**src/rtl/gray2rgb_pkg.sv**
```systemverilog
// Shared definitions for the gray -> RGB565 custom instruction: op select, FSM states,
// pixel type and the byte-swapped RGB565 bit positions used by the grayscale ISE pair.
package gray2rgb_pkg;

   localparam logic OP_CONVERT = 1'b0;
   localparam logic OP_FETCH   = 1'b1;

   typedef enum logic [1:0] {
      IDLE   = 2'd0,
      EXPAND = 2'd1,
      RESP   = 2'd2
   } state_t;

   typedef logic [15:0] pixel_t;

   // Byte-swapped RGB565: low green bits sit on top, high green bits at the bottom.
   localparam int PX_G_LO_MSB = 15;
   localparam int PX_G_LO_LSB = 13;
   localparam int PX_B_MSB    = 12;
   localparam int PX_B_LSB    = 8;
   localparam int PX_R_MSB    = 7;
   localparam int PX_R_LSB    = 3;
   localparam int PX_G_HI_MSB = 2;
   localparam int PX_G_HI_LSB = 0;

endpackage

```
**src/rtl/gray_to_rgb565_pixel.sv**
```systemverilog
// Combinational expansion of one gray byte into a byte-swapped RGB565 pixel.
// Build option GRAY2RGB_ROUND_EN selects round-to-nearest with saturation instead of truncation.
module gray_to_rgb565_pixel
   import gray2rgb_pkg::*;
(
   input  logic [7:0]  gray,
   output logic [15:0] pixel
);

   logic [4:0] rb5;
   logic [5:0] g6;

`ifdef GRAY2RGB_ROUND_EN
   logic [5:0] rb_wide;
   logic [6:0] g_wide;

   // Sums are 9 bits wide so 0xFC..0xFF can carry past 255 and then saturate.
   assign rb_wide = 6'(({1'b0, gray} + 9'd4) >> 3);
   assign g_wide  = 7'(({1'b0, gray} + 9'd2) >> 2);
   assign rb5     = rb_wide[5] ? 5'd31 : rb_wide[4:0];
   assign g6      = g_wide[6]  ? 6'd63 : g_wide[5:0];
`else
   assign rb5 = 5'(gray >> 3);
   assign g6  = 6'(gray >> 2);
`endif

   always_comb begin
      pixel = '0;
      pixel[PX_G_LO_MSB:PX_G_LO_LSB] = g6[2:0];
      pixel[PX_B_MSB:PX_B_LSB]       = rb5;
      pixel[PX_R_MSB:PX_R_LSB]       = rb5;
      pixel[PX_G_HI_MSB:PX_G_HI_LSB] = g6[5:3];
   end

endmodule

```
**src/rtl/gray_to_rgb565_ise.sv**
```systemverilog
// Custom instruction: expands four gray bytes into four RGB565 pixels; CONVERT returns pixels 0/1
// and buffers 2/3, FETCH returns the buffered pair. Rounding build option: GRAY2RGB_ROUND_EN.
module gray_to_rgb565_ise
   import gray2rgb_pkg::*;
#(
   parameter logic [7:0] customInstructionId = 8'd14
)(
   input  logic        clock,
   input  logic        nReset,
   input  logic        start,
   input  logic [7:0]  iseId,
   input  logic [31:0] valueA,
   input  logic [31:0] valueB,
   output logic        done,
   output logic [31:0] result,
   output logic [1:0]  state_dbg
);

   // Handshake: start is a one-cycle strobe, accepted only in IDLE with a matching iseId;
   // done is a one-cycle pulse and result is valid only while done is high (0 otherwise).

   state_t      state, next_state;
   logic [31:0] gray_q;
   logic [31:0] buffer_q;
   logic        buf_valid_q;
   logic        accept;
   pixel_t      px [4];

   wire unused_value_b = ^valueB[31:1];

   assign accept    = start && (iseId == customInstructionId) && (state == IDLE);
   assign state_dbg = state;

   for (genvar i = 0; i < 4; i++) begin : g_px
      gray_to_rgb565_pixel u_pixel (
         .gray  (gray_q[8*i +: 8]),
         .pixel (px[i])
      );
   end

   always_comb begin
      next_state = state;
      case (state)
         IDLE:    if (accept) next_state = (valueB[0] == OP_FETCH) ? RESP : EXPAND;
         EXPAND:  next_state = RESP;
         RESP:    next_state = IDLE;
         default: next_state = IDLE;
      endcase
   end

   always_ff @(posedge clock or negedge nReset) begin
      if (!nReset) begin
         state       <= IDLE;
         done        <= 1'b0;
         result      <= '0;
         gray_q      <= '0;
         buffer_q    <= '0;
         buf_valid_q <= 1'b0;
      end else begin
         state  <= next_state;
         done   <= 1'b0;
         result <= '0;
         case (state)
            IDLE: begin
               if (accept) begin
                  if (valueB[0] == OP_FETCH) begin
                     done        <= 1'b1;
                     result      <= buf_valid_q ? buffer_q : 32'h0;
                     buf_valid_q <= 1'b0;
                  end else begin
                     gray_q <= valueA;
                  end
               end
            end
            EXPAND: begin
               done        <= 1'b1;
               result      <= {px[1], px[0]};
               buffer_q    <= {px[3], px[2]};
               buf_valid_q <= 1'b1;
            end
            default: ;
         endcase
      end
   end

endmodule
```
**config.mk**
```make
export PLATFORM = sky130hd
export DESIGN_NAME = gray_to_rgb565_ise
export DESIGN_NICKNAME = d
export VERILOG_FILES = /design/src/rtl/gray2rgb_pkg.sv /design/src/rtl/gray_to_rgb565_pixel.sv /design/src/rtl/gray_to_rgb565_ise.sv
export SDC_FILE = /design/constraint.sdc
export NUM_CORES = 1
export LEC_CHECK = 0
export CAP_MARGIN = 20
export CORE_MARGIN = 3
export CORE_UTILIZATION = 40
export CTS_BUF_LIST = sky130_fd_sc_hd__clkbuf_16
export CTS_CLUSTER_DIAMETER = 60
export CTS_CLUSTER_SIZE = 30
export DETAILED_ROUTE_END_ITERATION = 12
export PLACE_DENSITY = 0.79
export SLEW_MARGIN = 20
export SYNTH_ARGS = -nofsm -noshare
export SYNTH_HDL_FRONTEND = slang
export SYNTH_SLANG_ARGS = --single-unit
```
**constraint.sdc**
```tcl
create_clock -name clock -period 2 [get_ports clock]
set_clock_uncertainty 0.15 [all_clocks]
set_input_delay 0.2 -clock clock [delete_from_list [all_inputs] [get_ports clock]]
set_output_delay 0.2 -clock clock [all_outputs]
set_load 0.1 [all_outputs]
```
## Word-level counts from Yosys, hierarchy flattened

Cells that the tools add are included.
Widths: inputs -> output; s select.

| word-level totals | value |
|---|---|
| latch bits | 0 |
| output and inout port bits | 35 |
| memories kept | 0 |
| word-level logic and storage cells | 30 |
| bits in read-only memories | 0 |
| flip-flop bits (word level) | 100 |
| bits in writable memories | 0 |

| operators by class | value |
|---|---|
| bitwise operators | 1 |
| eq/ne operators | 4 |
| divide/modulo/power cells | 0 |
| multipliers | 0 |
| reduce and logical (&&, ||, !) cells | 6 |
| $add $sub $neg | 0 |
| magnitude comparators | 0 |
| multiplexer cells | 13 |
| shifts and indexed selects | 0 |

Operator list:

| kind | count |
|---|---|
| $mux 32 | 3 |
| $pmux 32 s2 | 1 |
| $eq 8x4->1 const B | 1 |
| $reduce_and 3->1 | 2 |
| $mux 1 | 4 |
| $mux 2 | 2 |
| $ne 2x2->1 const B | 2 |
| $pmux 1 s2 | 2 |
| $pmux 2 s2 | 1 |
| $eq 2x1->1 const B | 1 |
| $logic_and 1x1->1 | 2 |
| $logic_not 2->1 | 1 |
| $reduce_bool 2->1 | 1 |
| $not 1->1 | 1 |

## Longest topological paths before layout

| depth | value |
|---|---|
| depth after elaboration | 5 |
| gate-level depth with buffers | 5 |
| depth with buffers taken out | 3 |

## Cells and area by module

From an unflattened synthesis, not the netlist that was laid out.

| second synthesis, totals | value |
|---|---|
| cell total of the unflattened synthesis | 287 |
| area, all modules | 4,326.6 sq um |

Modules (own cells, without submodules):

| module | area each (sq um) | sequential area each (sq um) | cells an instance | instances |
|---|---|---|---|---|
| gray_to_rgb565_ise | 3,846.2 | 2,502.4 | 223 | 1 |
| gray_to_rgb565_pixel | 120.1 | 0.0 | 16 | 4 |

## Worst setup path after synthesis

Ideal clock, no wire load.

| timing | value |
|---|---|
| kind | reg-to-reg |
| from | reg state[1], in the netlist state_dbg[1] |
| to | reg gray_q[10] |
| path buffers | 1 |
| data required time | 1.725 ns |
| path slack | -0.155 ns |
| clock period less this slack | 2.155 ns |
| cell stages (with the launch flop) | 5 |
| arrival | 1.880 ns |
| cells stage by stage | dfrtp_1 > and4bb_2 > nand4_4 > buf_6 > mux2_4 |

| between the ends | value |
|---|---|
| longest elaborated chain between the ends | 3 |

RTL lines:

| what | RTL line | RTL |
|---|---|---|
| from (decl) | gray_to_rgb565_ise.sv:22 | `state_t state, next_state;` |
| from (signal assigned) | gray_to_rgb565_ise.sv:60 | `state <= next_state;` |
| $logic_not 2->1 (*) | gray_to_rgb565_ise.sv:31, gray_to_rgb565_ise.sv:63 |  |
| $logic_and 1x1->1 | gray_to_rgb565_ise.sv:31 | `assign accept = start && (iseId == customInstructionId) && (state == IDLE);` |
| $reduce_and 3->1 (no line) (*) | - |  |
| to (signal assigned) | gray_to_rgb565_ise.sv:71 | `gray_q <= valueA;` |
| to (decl) | gray_to_rgb565_ise.sv:23 | `logic [31:0] gray_q;` |

Mark *: on every way between the ends. The rest lies on a longest branch, timed or not.
A chain may end at the register's enable or synchronous reset.

## Worst setup path in the final report

| timing | value |
|---|---|
| from | reg state[1], in the netlist state_dbg[1] |
| to | reg result[29] |

| between the ends | value |
|---|---|
| longest elaborated chain between the ends | 4 |
| elaborated cells on any way between the ends | 5 |
| classes of those cells | 1 x eq/ne; 2 x mux; 2 x reduce/logical |

RTL lines:

| what | RTL line | RTL |
|---|---|---|
| $logic_not 2->1 | gray_to_rgb565_ise.sv:31, gray_to_rgb565_ise.sv:63 |  |
| $logic_and 1x1->1 | gray_to_rgb565_ise.sv:31 |  |
| $mux 32 | gray_to_rgb565_ise.sv:65 | `if (accept) begin` |
| $pmux 32 s2 (*) | gray_to_rgb565_ise.sv:63 | `case (state)` |
| to (signal assigned) | gray_to_rgb565_ise.sv:68 | `result <= buf_valid_q ? buffer_q : 32'h0;` |
| to (signal assigned) | gray_to_rgb565_ise.sv:77 | `result <= {px[1], px[0]};` |
| to (decl) | gray_to_rgb565_ise.sv:15 | `output logic [31:0] result,` |

Marks and branches as above.

==> results.md <==
- Clk Latency, worst-skew pair: 0.28 ns
- Hold Fails Final Rpt: 0
- Synth warn: 0
- Layout cells sized above 1: 34.6%
- Status: complete, no violations
- Final Critical Period: 1.74 ns
- Initial Util: 42.8%
- Crit path from: state_dbg[1]
- Worst Tran Pin Value: 0.490 ns
- Initial antenna violation count: 0
- RR Startpoint: state_dbg[1]
- Post-synthesis mux area share: 15.6%
- Synth Area in XOR/XNOR: 0%
- Critical path's slowest cell: dfrtp_2
- Cts repair resizes: 0
- Root buffer cell: clkbuf_16
- Antenna Nets Post-Route: 0
- Post-Syn Instances: 177
- IO buf count: 70
- Synth Area in Simple Gates: 8.55%
- Worst path max stage delay: 0.43 ns
- Hold crit path type: primary input to async pin
- Area Growth Syn to Fin: 33.9%
- Critical path launch point type: flop
- Slew Limit Fails: 0
- Worst path required time: 2.01 ns
- RSZ-0062 raised after global routing: no
- Placed Area: 2860 um2
- Hold slack: 0.263 ns
- DRC Markers: 0
- Crit. End Element: flop
- Setup_tns: 0 ns
- Complex-gate fraction of the synthesized area: 7.34%
- CTS H-Tree Depth: 2
- Die span in y: 81.3 um
- CP max FO: 12
- Clk sinks: 52
- FMAX: 576 MHz
- Cts bufs inserted: 5
- Synth top area share: 57.4%
- RePlAce Congestion: 0.772
- Rel. slew slack: 67.3%
- Fin util: 57.3%
- Final Cycle Share: 86.8%
- Max_cap viols: 0
- Ys flop type: dfrtp_1
- Post-CTS Setup Bufs: 0
- DP HPWL: 3100 um
- Power consumption: 2.14 mW
- Yosys top cell by area: dfrtp_1
- CP bufs+invs: 1
- Wire length of the first global-routing pass: 6980 um
- Top cells by count, synth: 52 x dfrtp_1, 24 x nand2_1, 20 x buf_4, 19 x mux2_4, 12 x inv_1
- Synthesized netlist net count: 252
- Crit-path leading delay family: simple AND/OR/NAND/NOR gates
- GR Overflow Total: 0
- Synthesized cell area: 2270 um2
- Drt via density: 4.70
- CTS tree: built
- DR pass1 iterations: 4
- DRT iter0 DRCs: 50
- Max clock buf depth: 2
- Reg clk slew, reported paths: 0.06 ns
- Core Rows: 26
- Adder-cell share of the synthesized area: 0%
- Fillers: 440
- Die span in x: 81.3 um
- Final nets: 308
- Critical R2R Capture: result[29]
- Placed cells: 295
- # diodes: 0
- Post-DR wirelength/cell: 14.1 um
- Largest net degree at the start of global routing: 33
- Yosys reg bits: 52
- Synth area leaders: dfrtp_1 57%, mux2_4 13%, buf_4 6.6%, o41ai_1 4.2%, nand2_1 4.0%
- Final worst setup slack: 0.263 ns
- Vias: 1,429
- Sequential fraction of the synthesis area: 57.4%
- Finished Cell Area: 3040 um2
- Main combinational cell family by area after synthesis: multiplexers
- # hold bufs at CTS: 1
- Worst reg2reg setup slack: 0.26 ns
- Post-Route WL: 4290 um
- Core area: 5300 um2
- Worst vdd ir: 383 uV
- Reg2Reg Depth: 4
- Cell with the most instances after synthesis: dfrtp_1
- Synth cell types: 22
- I/O pin cnt: 110
- GRT Overall Usage: 14.1%
- WS Path Type: flop to flop
- Layout Cells excl Fill: 304
- Power density over the cells: 703 nW/um2
- Post-synth EDFFs: 0
- Data arrival time of the worst path: 1.74 ns
- CP Cell Sequence: and4bb_2 -> nand3_1 -> buf_4 -> o41ai_1
- DIE AREA: 6610 um2
- Setup violations, final: 0
- Ys async rst share: 100%
- Vias in the first global route: 1,477
- Leak: 1.54 nW
- Place WS: -0.0209 ns
- Avg Inst Size Synth: 12.8 um2
## per-layer routing
metal	part of all wire [%]	vias up	GRT usage [%]	wire, um
li1	-	687	-	-
met5	0	-	0	0
met1	40	695	16.9	1730
met3	5.7	6	3.99	246
met2	53	41	24.4	2270
met4	1.1	0	4.39	46
## state kept, by name, indices dropped and copies added, names as in the netlist
register     cells
buffer_q        12
done             1
buf_valid_q      1
result          12
state_dbg        2
gray_q          24
## cell usage in the layout (no fill, tap or decap), types with 2 or more instances in the layout
master / synthesis / layout
nand2_1: 24 / 24
dfrtp_2: 0 / 2
clkdlybuf4s50_1: 0 / 34
clkbuf_16: 0 / 5
mux2_2: 6 / 6
dfrtp_1: 52 / 50
buf_4: 20 / 38
mux2_4: 19 / 19
nand2b_1: 2 / 2
buf_12: 0 / 4
inv_1: 12 / 13
o21ai_0: 11 / 11
o41ai_1: 11 / 11
nand3_1: 2 / 2
## kinds of logic (layout without fill, tap and decap cells)
kind of cell,after synthesis,in the layout
flip-flops,52,52
AO/OA/AOI/OAI,24,24
multiplexers,25,25
buffers and inverters,41,98
AND/OR/NAND/NOR,35,35
## worst max-delay path by stage
stage,end,slack (ns),cells past startpoint
2_1_floorplan,gray_q[10],0.07,4
3_3_place_gp,result[10],0.007,5
3_5_place_dp,result[10],-0.02,5
4_1_cts,result[29],0.23,4
5_1_grt,result[29],0.19,4
6_report,result[29],0.26,4
## worst reg2reg max path: stages (launching register included)
cell      delay [ns]
dfrtp_2         0.43
and4bb_2        0.36
nand3_1         0.09
buf_4           0.20
o41ai_1         0.38
## cell type report
class | instances | area (um2) | area share, %
repair buffers | 78 | 721 | 23.7
multi-input cells | 84 | 716 | 23.6
inverters | 12 | 45.0 | 1.48
well taps | 70 | 87.6 | 2.88
clock inverters | 3 | 38.8 | 1.28
clock buffers | 5 | 125 | 4.12
flip-flops and latches | 52 | 1300 | 42.9
## power by group
| group | internal (mW) | switching, mW |
|---|---|---|
| clock network | 0.583 | 0.351 |
| registers | 1.07 | 0.00799 |
| logic | 0.0846 | 0.0428 |
| total | 1.73 | 0.402 |
Power figures use the tool's default switching activity.
==> patch 1 (same settings) <==
Put one more register stage on the output `result`, with the module's reset. The value now appears one clock later. The other outputs are not delayed to match. Comments in the files are not updated.
--- a/src/rtl/gray_to_rgb565_ise.sv
+++ b/src/rtl/gray_to_rgb565_ise.sv
@@ -16,4 +16,6 @@
    output logic [1:0]  state_dbg
 );
+
+   logic [31:0] result_s0;
 
    // Handshake: start is a one-cycle strobe, accepted only in IDLE with a matching iseId;
@@ -53,5 +55,5 @@
          state       <= IDLE;
          done        <= 1'b0;
-         result      <= '0;
+         result_s0   <= '0;
          gray_q      <= '0;
          buffer_q    <= '0;
@@ -60,5 +62,5 @@
          state  <= next_state;
          done   <= 1'b0;
-         result <= '0;
+         result_s0 <= '0;
          case (state)
             IDLE: begin
@@ -66,5 +68,5 @@
                   if (valueB[0] == OP_FETCH) begin
                      done        <= 1'b1;
-                     result      <= buf_valid_q ? buffer_q : 32'h0;
+                     result_s0   <= buf_valid_q ? buffer_q : 32'h0;
                      buf_valid_q <= 1'b0;
                   end else begin
@@ -75,5 +77,5 @@
             EXPAND: begin
                done        <= 1'b1;
-               result      <= {px[1], px[0]};
+               result_s0   <= {px[1], px[0]};
                buffer_q    <= {px[3], px[2]};
                buf_valid_q <= 1'b1;
@@ -84,3 +86,11 @@
    end
 
+   always_ff @(posedge clock or negedge nReset) begin
+      if (!nReset) begin
+         result <= '0;
+      end else begin
+         result <= result_s0;
+      end
+   end
+
 endmodule
Check against the original RTL: not equivalent (a bounded check fails within 4 cycles, from zero or initial values and one cycle with nReset low).
==> patch 1 against the unedited design <==
Synthesized area rose by 9.9%. Routed wire length fell by 1.1%. Core utilization fell by 0.35 points. Setup slack improved by 0.0048 ns. Total power rose by 43%. Sequential power rose by 23%. Sequential cell count rose by 12. Cell area rose by 12%. Critical path type unchanged. Critical endpoint is now result_s0[30]$_DFF_PN0_. Highest routed layer unchanged.
==> patch 1: results <==
metrics = {
    "status": {
        "status": "finished clean",
    },
    "global_route": {
        "use_met1_pct": 17.0,
        "grt_usage_pct": 13.0,
        "grt_pass1_vias": 1426,
    },
    "timing": {
        "maxSlewHeadroom_pct": 67.2,
    },
    "placed_design": {
        "pre_cts_slack_ns": 0.0628,
        "place_inst": 274,
        "hpwl_um": 2920,
        "routabilityCongestion": 0.748,
        "dpl_cell_area_um2": 3090,
    },
    "final_layout": {
        "regArea_um2": 1600,
        "inv_count": 0,
        "multi_input_area_um2": 701,
        "multi_input_cells": 61,
        "fillCellCount": 473,
        "layout.nets": 286,
    },
    "worst_setup_path": {
        "crit_path_max_incr_delay_ns": 0.53,
        "crit_arrival_ns": 1.84,
    },
    "logic_synthesis": {
        "syn_nets": 226,
        "synthCells": 151,
        "synthTopCellsByArea": "dfrtp_1 (64%), mux2_4 (12%), mux2_2 (7.2%)",
        "yosysUniqueCellTypes": 17,
    },
    "power": {
        "power_frac_seq_pct": 43.2,
    },
    "detailed_routing": {
        "first_iter_violations": 75,
    },
    "cts": {
        "worstSkewPairLatency_ns": 0.32,
    },
}
[patch 1: cell count changes in the layout (fill, tap and decap cells not counted), sizes merged, moves of 3 or more]
cell	before	now
nand2	24	0
a22o	0	12
dfrtp	52	64
inv	13	1
mux2	25	36
o21ai	11	0
o41ai	11	0
clkbuf	5	9
buf	43	40
[patch 1: final timing paths]
kind | start | endpoint | slack [ns] | cells past startpoint
max | state_dbg[1]$_DFFE_PN0P_ | result_s0[30]$_DFF_PN0_ | 0.27 | 3
min | result_s0[15]$_DFF_PN0_ | result[15]$_DFF_PN0_ | 0.19 | 0
max reg2reg | state_dbg[1]$_DFFE_PN0P_ | result_s0[30]$_DFF_PN0_ | 0.27 | 3
min reg2reg | result_s0[15]$_DFF_PN0_ | result[15]$_DFF_PN0_ | 0.19 | 0
max in group asynchronous | nReset | result_s0[27]$_DFF_PN0_ | 0.85 | 3
min in group asynchronous | nReset | result_s0[12]$_DFF_PN0_ | 0.25 | 2
==> patch 2 (same flow settings) <==
Made on the original files. The option `GRAY2RGB_ROUND_EN` is turned on by a define.
--- a/src/rtl/gray_to_rgb565_pixel.sv
+++ b/src/rtl/gray_to_rgb565_pixel.sv
@@ -1,4 +1,6 @@
 // Combinational expansion of one gray byte into a byte-swapped RGB565 pixel.
 // Build option GRAY2RGB_ROUND_EN selects round-to-nearest with saturation instead of truncation.
+`define GRAY2RGB_ROUND_EN
+
 module gray_to_rgb565_pixel
    import gray2rgb_pkg::*;
Behaviour: not the same (a bounded check fails within 4 cycles, from zero or initial values and one cycle with nReset low).
==> patch 2 against the unedited design <==
Critical path depth is the same. Synthesized area grew 62%. Critical endpoint is now gray_q[14]$_DFFE_PN0P_. Sequential cell count grew 24. Count of clock-buffer cells in the layout grew 4. Hold slack lost 0.062 ns. Total power grew 60%. Via count grew 99%. Cell area grew 57%. Maximum frequency shrank 12%. Global-route usage grew 2.5 points. Routed wire length grew 97%. Setup slack lost 0.23 ns.
==> patch 2: results <==
metrics = {
    "cts": {
        "cts_htree_levels": 3,
        "numCtsBuffers": 9,
        "worstSkewPairLatency_ns": 0.33,
    },
    "logic_synthesis": {
        "synth_fa_ha_area_share_pct": 2.73,
        "synthXorXnorAreaFrac_pct": 3.82,
        "synth.mux.area_fraction_pct": 11.4,
        "ys_top_cells_by_count": "dfrtp_1 (76), nand2_1 (43), mux2_2 (29)",
        "synthCells": 341,
        "synthTopCellsByArea": "dfrtp_1 (52%), mux2_2 (8.9%), nand2_1 (4.4%)",
        "yosysSeqAreaShare_pct": 51.9,
        "syn_nets": 424,
        "yosysUniqueCellTypes": 36,
        "synth-compound-area-share_pct": 11.4,
    },
    "final_layout": {
        "fillCellCount": 759,
        "drive_above_1_share_pct": 23.1,
        "largestRegisters": "gray_q (28), buffer_q (22), result (22)",
        "layout.nets": 493,
    },
    "placed_design": {
        "hpwl_um": 5710,
        "place_inst": 503,
        "routabilityCongestion": 0.875,
        "port_buffers": 74,
    },
    "worst_setup_path": {
        "crit_arrival_ns": 2.02,
        "worstRegToRegCells": 4,
        "crit_fanout": 8,
    },
    "detailed_routing": {
        "first_iter_violations": 187,
        "routed_wl_um": 8440,
        "wl_per_cell_um": 16.1,
        "vias": 2844,
    },
    "power": {
        "leakagePower_nw": 2.36,
        "vdd_ir_drop_max_uv": 310,
        "switchingPower_w": 0.000682,
    },
    "timing": {
        "finalHoldViolations": 0,
        "maxSlewHeadroom_pct": 71.6,
    },
    "worst_hold_path": {
        "hold_class": "in2async",
    },
    "status": {
        "status": "finished clean",
    },
    "global_route": {
        "grt_pass1_wl_um": 13500,
        "grt_usage_pct": 16.6,
        "grt_pass1_vias": 2889,
        "grt_max_degree": 34,
    },
}
patch 2: changes by cell type in the layout (fill, tap and decap cells not counted), sizes merged, moves of 9 or more:
cell / unedited run / this run
o41ai: 11 / 0
nand3: 2 / 19
a21oi: 0 / 18
xor2: 0 / 10
dfrtp: 52 / 76
mux2i: 0 / 9
nor2: 1 / 14
nand2: 24 / 43
patch 2: logic make-up (layout without fill, tap and decap cells):
family                   count (synthesis)  in the layout
buffers and inverters                   33            104
flip-flops                              76             76
XOR/XNOR                                16             16
AND/OR/NAND/NOR                        105            108
adder cells (fa/ha/maj)                  8              8
AO/OA/AOI/OAI                           65             65
multiplexers                            38             38
patch 2: power by group through the flow:
stage                     Sequential (W)  Clock (W)  Combinational, W
after global routing             0.00160    0.00176          0.000188
after CTS                        0.00159    0.00170          0.000172
final                            0.00159    0.00166          0.000169
after floorplan                  0.00161          0         0.0000509
after global placement           0.00162          0          0.000163
after detailed placement         0.00162          0          0.000168
patch 2: routing by layer:
metal	global-route usage, %	routed length [um]
met3	4.27	460
met4	7.57	93
met2	26.3	4120
met1	21.5	3770
met5	0	0
patch 2: layout make-up:
cell class	count	area share, %
well taps	108	2.83
clock buffers	9	4.72
repair buffers	83	15.9
clock inverters	7	1.76
inverters	5	0.393
multi-input cells	235	34.5
flip-flops and latches	76	39.9
patch 2: path summary, 6_finish.rpt:
check | startpoint | slack [ns] | end
setup / recovery | state_dbg[1]$_DFFE_PN0P_ | 0.03 | gray_q[14]$_DFFE_PN0P_
hold / removal | nReset | 0.20 | result[17]$_DFF_PN0_
setup reg to reg | state_dbg[1]$_DFFE_PN0P_ | 0.03 | gray_q[14]$_DFFE_PN0P_
hold reg to reg | buffer_q[13]$_DFFE_PN0P_ | 0.32 | buffer_q[13]$_DFFE_PN0P_
max in group asynchronous | nReset | 0.91 | buffer_q[15]$_DFFE_PN0P_
min in group clock | buffer_q[13]$_DFFE_PN0P_ | 0.32 | buffer_q[13]$_DFFE_PN0P_
patch 2: worst max-delay path, cell delays in order, from the launching register on:
cell      delay [ns]
dfrtp_4         0.47
and4bb_2        0.34
nand3_4         0.12
or3_4           0.45
mux2_2          0.31
patch 2: repair_timing:
action	CTS	global route
endpoints found under the setup margin	28	29
hold endpoints to repair	31	0
cloned	1	2
pin swaps	1	2
gates resized for setup	1	4
hold buffers	1	0
patch 2: per-stage QoR:
step	setup TNS (ns)	util, %	setup WS [ns]	power, W	instance area (um2)
global placement	-5.80	50.1	-0.208	0.00178	4410
CTS	-0.204	53.8	-0.0212	0.00346	4740
finish	0	54.2	0.0340	0.00342	4770
global route	-0.00292	54.2	-0.00292	0.00355	4770
floorplan	-3.05	-	-0.180	0.00166	3680
detailed placement	-7.61	50.1	-0.277	0.00179	4410
